--- config.mk ---
export PLATFORM = sky130hd
export DESIGN_NAME = column_select_encoder
export DESIGN_NICKNAME = d
export VERILOG_FILES = /design/src/rtl/column_select_encoder.sv
export SDC_FILE = /design/constraint.sdc
export NUM_CORES = 1
export LEC_CHECK = 0
export CORE_MARGIN = 10
export CORE_UTILIZATION = 50
export CTS_BUF_LIST = sky130_fd_sc_hd__clkbuf_8
export DETAILED_ROUTE_END_ITERATION = 16
export PLACE_DENSITY = 0.71
export SYNTH_ARGS = -nofsm -noshare
export SYNTH_HDL_FRONTEND = slang
export SYNTH_SLANG_ARGS = --single-unit
--- constraint.sdc ---
create_clock -name clk -period 5.43 [get_ports clk]
set_input_delay 1.3575 -clock clk [delete_from_list [all_inputs] [get_ports clk]]
set_output_delay 1.3575 -clock clk [all_outputs]
set_load 0.02 [all_outputs]
--- src/rtl/column_select_encoder.sv ---
`default_nettype none
// +----------------------------------------------------------------------------+
// | column_select_encoder                                                      |
// | Debounced left/right/drop buttons -> Connect4 cursor column and drop       |
// | request (valid/ready). Optional macro CURSOR_BLINK_EN blinks the one-hot   |
// | cursor drive while idle.                                                   |
// | Revision: 1.0                                                              |
// +----------------------------------------------------------------------------+
module column_select_encoder #(
    parameter int DEBOUNCE_CYCLES   = 4,
    parameter int BLINK_HALF_CYCLES = 25000000
) (
    input  logic       clk,
    input  logic       reset,
    input  logic       btn_left,
    input  logic       btn_right,
    input  logic       btn_drop,
    input  logic [3:0] col_full,
    output logic [1:0] cursor_index,
    output logic [3:0] cursor_onehot,
    output logic       drop_valid,
    output logic [1:0] drop_column,
    input  logic       drop_ready,
    output logic       drop_reject
);

    localparam logic [7:0] C_DB_LAST = 8'(DEBOUNCE_CYCLES - 1);

    typedef enum logic [0:0] {
        S_IDLE     = 1'b0,
        S_WAIT_ACK = 1'b1
    } state_t;

    generate
        if (DEBOUNCE_CYCLES < 1 || DEBOUNCE_CYCLES > 255 || BLINK_HALF_CYCLES < 1) begin : g_param_check
            $error("column_select_encoder: illegal parameter value");
        end
    endgenerate

    logic [2:0] w_raw;
    logic [2:0] w_evt;

    assign w_raw = {btn_drop, btn_right, btn_left};

    // Per button: 2-FF synchronizer, stability counter, registered rising-edge pulse.
    generate
        for (genvar b = 0; b < 3; b++) begin : g_btn
            logic       r_sync1;
            logic       r_sync2;
            logic       r_deb;
            logic       r_deb_d;
            logic       r_evt;
            logic [7:0] r_cnt;

            always_ff @(posedge clk) begin
                if (reset) begin
                    r_sync1 <= 1'b0;
                    r_sync2 <= 1'b0;
                    r_deb   <= 1'b0;
                    r_deb_d <= 1'b0;
                    r_evt   <= 1'b0;
                    r_cnt   <= 8'd0;
                end else begin
                    r_sync1 <= w_raw[b];
                    r_sync2 <= r_sync1;
                    if (r_sync2 == r_deb) begin
                        r_cnt <= 8'd0;
                    end else if (r_cnt == C_DB_LAST) begin
                        r_deb <= ~r_deb;
                        r_cnt <= 8'd0;
                    end else begin
                        r_cnt <= r_cnt + 8'd1;
                    end
                    r_deb_d <= r_deb;
                    r_evt   <= r_deb & ~r_deb_d;
                end
            end

            assign w_evt[b] = r_evt;
        end
    endgenerate

    logic       w_left_evt;
    logic       w_right_evt;
    logic       w_drop_evt;
    logic       w_left_ok;
    logic       w_right_ok;
    logic [1:0] w_left_col;
    logic [1:0] w_right_col;
    logic [1:0] w_cursor_next;

    state_t     r_state;
    logic [1:0] r_cursor;
    logic [3:0] r_onehot;
    logic       r_drop_valid;
    logic [1:0] r_drop_column;
    logic       r_drop_reject;

    assign w_left_evt  = w_evt[0];
    assign w_right_evt = w_evt[1];
    assign w_drop_evt  = w_evt[2];

    // Scan farthest-first so the nearest non-full column wins; 2-bit math wraps.
    always_comb begin
        w_left_ok   = 1'b0;
        w_left_col  = r_cursor;
        w_right_ok  = 1'b0;
        w_right_col = r_cursor;
        for (int k = 3; k >= 1; k--) begin
            if (!col_full[r_cursor - 2'(k)]) begin
                w_left_ok  = 1'b1;
                w_left_col = r_cursor - 2'(k);
            end
            if (!col_full[r_cursor + 2'(k)]) begin
                w_right_ok  = 1'b1;
                w_right_col = r_cursor + 2'(k);
            end
        end
    end

    always_comb begin
        w_cursor_next = r_cursor;
        if (r_state == S_IDLE && !w_drop_evt) begin
            if (w_left_evt && !w_right_evt && w_left_ok) begin
                w_cursor_next = w_left_col;
            end else if (w_right_evt && !w_left_evt && w_right_ok) begin
                w_cursor_next = w_right_col;
            end
        end
    end

    always_ff @(posedge clk) begin
        if (reset) begin
            r_state       <= S_IDLE;
            r_cursor      <= 2'd0;
            r_drop_valid  <= 1'b0;
            r_drop_column <= 2'd0;
            r_drop_reject <= 1'b0;
        end else begin
            r_cursor      <= w_cursor_next;
            r_drop_reject <= 1'b0;
            case (r_state)
                S_IDLE: begin
                    if (w_drop_evt) begin
                        if (!col_full[r_cursor]) begin
                            r_drop_column <= r_cursor;
                            r_drop_valid  <= 1'b1;
                            r_state       <= S_WAIT_ACK;
                        end else begin
                            r_drop_reject <= 1'b1;
                        end
                    end
                end
                S_WAIT_ACK: begin
                    if (drop_ready) begin
                        r_drop_valid <= 1'b0;
                        r_state      <= S_IDLE;
                    end
                end
                default: begin
                    r_state <= S_IDLE;
                end
            endcase
        end
    end

`ifdef CURSOR_BLINK_EN
    localparam logic [31:0] C_BLINK_LAST = 32'(BLINK_HALF_CYCLES - 1);

    logic [31:0] r_blink_cnt;
    logic        r_blink_phase;
    logic        w_phase_next;
    logic        w_idle_next;

    always_ff @(posedge clk) begin
        if (reset) begin
            r_blink_cnt   <= 32'd0;
            r_blink_phase <= 1'b1;
        end else if (r_blink_cnt == C_BLINK_LAST) begin
            r_blink_cnt   <= 32'd0;
            r_blink_phase <= ~r_blink_phase;
        end else begin
            r_blink_cnt <= r_blink_cnt + 32'd1;
        end
    end

    assign w_phase_next = (r_blink_cnt == C_BLINK_LAST) ? ~r_blink_phase : r_blink_phase;
    assign w_idle_next  = (r_state == S_IDLE && !(w_drop_evt && !col_full[r_cursor])) ||
                          (r_state == S_WAIT_ACK && drop_ready);

    // Blank only while idle; a pending request keeps the indicator solid.
    always_ff @(posedge clk) begin
        if (reset) begin
            r_onehot <= 4'b0001;
        end else if (!w_phase_next && w_idle_next) begin
            r_onehot <= 4'b0000;
        end else begin
            r_onehot <= 4'b0001 << w_cursor_next;
        end
    end
`else
    always_ff @(posedge clk) begin
        if (reset) begin
            r_onehot <= 4'b0001;
        end else begin
            r_onehot <= 4'b0001 << w_cursor_next;
        end
    end
`endif

    assign cursor_index  = r_cursor;
    assign cursor_onehot = r_onehot;
    assign drop_valid    = r_drop_valid;
    assign drop_column   = r_drop_column;
    assign drop_reject   = r_drop_reject;

endmodule
`default_nettype wire

==> results by group <==
Yosys
  – Cell count after synthesis: 232
  – Seq cells post-synth: 50
  – Top cell types by occurrence after synthesis: sky130_fd_sc_hd__dfxtp_1 (50), sky130_fd_sc_hd__nor2_1 (32), sky130_fd_sc_hd__nand3_1 (17)
  – Share of the synthesized netlist area taken by xor and xnor gates: 0.0851
  – Mapped Area: 2160 sq um
  – Synth Area in Compound Gates: 0.0869
  – Synth async-reset ratio: 0
  – Top_reg_cell synth: sky130_fd_sc_hd__dfxtp_1
  – Share of Yosys cell area claimed by the top area cell type: 0.463
  – Simple-gate share of the synthesized area: 0.283
  – Register area share after synthesis: 0.463
  – Most frequent cell after synthesis: sky130_fd_sc_hd__dfxtp_1
  – Dominant combinational cell family by area after synthesis: simple AND/OR/NAND/NOR gates
  – Average size of a mapped cell: 9.31 sq um
  – Leading cell types by total area after synthesis: sky130_fd_sc_hd__dfxtp_1 (46%), sky130_fd_sc_hd__xor2_1 (5.7%), sky130_fd_sc_hd__nor2_1 (5.6%), sky130_fd_sc_hd__nor2b_1 (4.1%), sky130_fd_sc_hd__nand3_1 (3.9%)
  – Post-synthesis adder-cell area fraction: 0.0174
  – Post-Synthesis Net Count: 245
  – Largest area contributor in the netlist: sky130_fd_sc_hd__dfxtp_1
  – Number of enable-type register cells in the synthesized netlist: 0
  – Number of warnings issued by yosys: 0
  – Share of synthesized area spent on multiplexers: 0.0243
  – Unique cell type count in the Yosys netlist: 47

Setup path
  – Worst path max stage delay: 0.67 ns
  – Worst Path Required: 5.62 ns
  – Register-to-register path setup slack: 3.27 ns
  – CP Buf/Inv Count: 1
  – Cell-by-cell trace of the critical path: clkdlybuf4s50_1, and3b_1, a2111oi_0, a211oi_1, or4_4, and3b_1
  – Startpoint type of the worst setup path: primary input
  – Crit Path Category: in -> reg
  – Top fanout value on the critical path: 11
  – Worst path arrival time: 3.39 ns
  – Cell at the slowest stage of the critical path: sky130_fd_sc_hd__clkdlybuf4s50_1
  – Critical Path End Type: flip-flop
  – Category of cells accounting for the largest share of critical-path delay: simple AND/OR/NAND/NOR gates
  – Worst path most repeated cell: sky130_fd_sc_hd__and3b_1

Routing
  – Post-detailed-route wirelength per cell: 12.0 um
  – DRC: 0
  – Routed wire length: 3630 um
  – Initial DRT Pass Iterations: 4
  – DR vias/cell: 5.29
  – Via count: 1593
  – ANT nets after route: 0
  – Detailed router's first-iteration violation count: 49

STA
  – Maximum clock skew at final layout: 0.00425 ns
  – Number of hold violations in the final report: 0
  – # setup viols final: 0
  – Transition time of the tightest slew-check pin: 0.824 ns
  – Shortest clock period the worst path allows after layout: 3.20 ns
  – F_max: 313 MHz
  – Final-report max-slew violation count: 0
  – Period Utilization, post-route: 0.589
  – Worst slew slack as a fraction of its limit: 0.449
  – Sum Neg Setup Slack: 0 ns
  – RSZ-0062 raised after global routing: false

Floorplan
  – Die outline area: 7350 sq um
  – Initial core utilization: 0.529
  – Die Height: 85.7 um
  – Standard-cell row count: 23
  – Placeable core area: 4090 sq um
  – Number of top-level design ports: 20
  – Horizontal extent of the die: 85.7 um

Clock tree
  – Maximum buffer depth of the clock tree: 2
  – Sinks on the clock net: 50
  – Worst-path clk slew: 0.08 ns
  – Number of buffers created by CTS: 5
  – Clock insertion delay at the later pin of the skew report: 0.29 ns
  – Root buffer cell: sky130_fd_sc_hd__clkbuf_8
  – H-tree depth reported by CTS: 2
  – Post-CTS repair timing setup buffer count: 0
  – Number of gates resized after CTS: 0
  – CTS tree: built
  – Quantity of hold-fixing buffers added after cts: 0

Pwr
  – Worst-case vdd ir drop: 0.000221 V
  – Leak Pwr: 0.917 nW
  – Power density relative to cell area: 249 nW/um^2

Layout
  – Filler Cells Inserted: 364
  – Area Overhead vs Synth: 12.8%
  – Post-route cell area: 2440 sq um
  – Layout net count: 263
  – Share of cells above drive strength 1: 0.0518
  – Antenna diode count: 0

Placed design
  – Count of port buffers added during placement: 19
  – Detailed Place HPWL: 2610 um
  – Area post-placement: 2350 sq um
  – Gpl congestion: 0.817

Global routing
  – Total gr overflow: 0
  – First-pass GRT wire length: 6550 um
  – Routing usage on met1: 0.121
  – Met2 capacity usage during global routing: 0.170
  – Met3 routing resource usage after global routing: 0.0407
  – Highest-utilization routing layer at the global route stage: met2
  – Maximum number of pins on one net before global-route repair: 25
  – Via count of the first global-routing pass: 1537
  – Overall routing resource usage: 0.105
  – Initial antenna violation count: 0

Run status
  – Outcome: complete, no violations

Min path
  – Path type of the worst min-delay path: reg -> reg

Run
  – Count of max-cap constraint violations: 0
## layer usage
layer / share of wire / wire [um]
met1: 0.50 / 1800
met2: 0.44 / 1580
met3: 0.056 / 204
met4: 0.012 / 42
met5: 0 / 0
## final cells by class
cell class | count | area (sq um) | area share
flip-flops and latches | 50 | 1000 | 0.411
inverters | 5 | 18.8 | 0.00770
repair buffers | 19 | 190 | 0.0780
multi-input cells | 169 | 1070 | 0.440
clock buffers | 6 | 82.6 | 0.0339
well taps | 50 | 62.6 | 0.0257
clock inverters | 2 | 8.76 | 0.00359
## sequential cells by signal, indices dropped and copies added (netlist names)
signal         count
g_btn.r_deb        3
drop_valid         1
g_btn.r_evt        3
g_btn.r_deb_d      3
cursor_index       2
g_btn.r_sync1      3
drop_column        2
g_btn.r_sync2      3
cursor_onehot      4
g_btn.r_cnt       24
r_state            1
drop_reject        1
## through the flow
stage          hold slack [ns]  setup slack [ns]  utilization  instances  total power [mW]
6_report                 0.380              2.23        0.596        301             0.606
5_1_grt                  0.396              2.10        0.596        301             0.634
4_1_cts                  0.381              2.26        0.596        301             0.615
3_5_place_dp             0.374              1.94        0.574        293             0.403
3_3_place_gp             0.372              1.97        0.574        293             0.402
2_1_floorplan            0.367              2.60            -        232             0.394
## worst paths after layout
path	startpoint	end	depth (start not counted)
worst max-delay path	col_full[1]	cursor_onehot[0]	6
worst min register to register	g_btn[0].r_deb_d	g_btn[0].r_evt	1
worst max register to register	cursor_index[1]	cursor_onehot[0]	5
worst min-delay path	g_btn[0].r_deb_d	g_btn[0].r_evt	1
## logic make-up after synthesis
group	after synthesis
AO/OA/AOI/OAI	28
AND/OR/NAND/NOR	113
adder cells (fa/ha/maj)	3
flip-flops	50
multiplexers	4
XOR/XNOR	21
buffers and inverters	13
## worst reg2reg max path, stage by stage, from the launching register on
cell and delay [ns]:
sky130_fd_sc_hd__dfxtp_1 0.74, sky130_fd_sc_hd__nor2b_4 0.10, sky130_fd_sc_hd__a2111oi_0 0.42, sky130_fd_sc_hd__a211oi_1 0.15, sky130_fd_sc_hd__or4_4 0.46, sky130_fd_sc_hd__and3b_1 0.19
## layout by cell type (no fill, tap or decap), types with 3 or more instances in the layout
master	count
sky130_fd_sc_hd__a21oi_1	9
sky130_fd_sc_hd__and3_1	10
sky130_fd_sc_hd__clkbuf_8	6
sky130_fd_sc_hd__clkdlybuf4s50_1	19
sky130_fd_sc_hd__dfxtp_1	50
sky130_fd_sc_hd__ha_1	3
sky130_fd_sc_hd__inv_1	6
sky130_fd_sc_hd__mux2i_1	3
sky130_fd_sc_hd__nand2_1	16
sky130_fd_sc_hd__nand2b_1	4
sky130_fd_sc_hd__nand3_1	17
sky130_fd_sc_hd__nor2_1	32
sky130_fd_sc_hd__nor2b_1	14
sky130_fd_sc_hd__o21ai_0	3
sky130_fd_sc_hd__o21ai_1	3
sky130_fd_sc_hd__xnor2_1	7
sky130_fd_sc_hd__xor2_1	14
## where the power goes
part           switching (mW)  internal (mW)  leakage [nW]
registers             0.00145          0.369         0.404
clock network           0.111          0.101        0.0524
logic                  0.0118         0.0114         0.460
(Power assumes the default switching activity.)
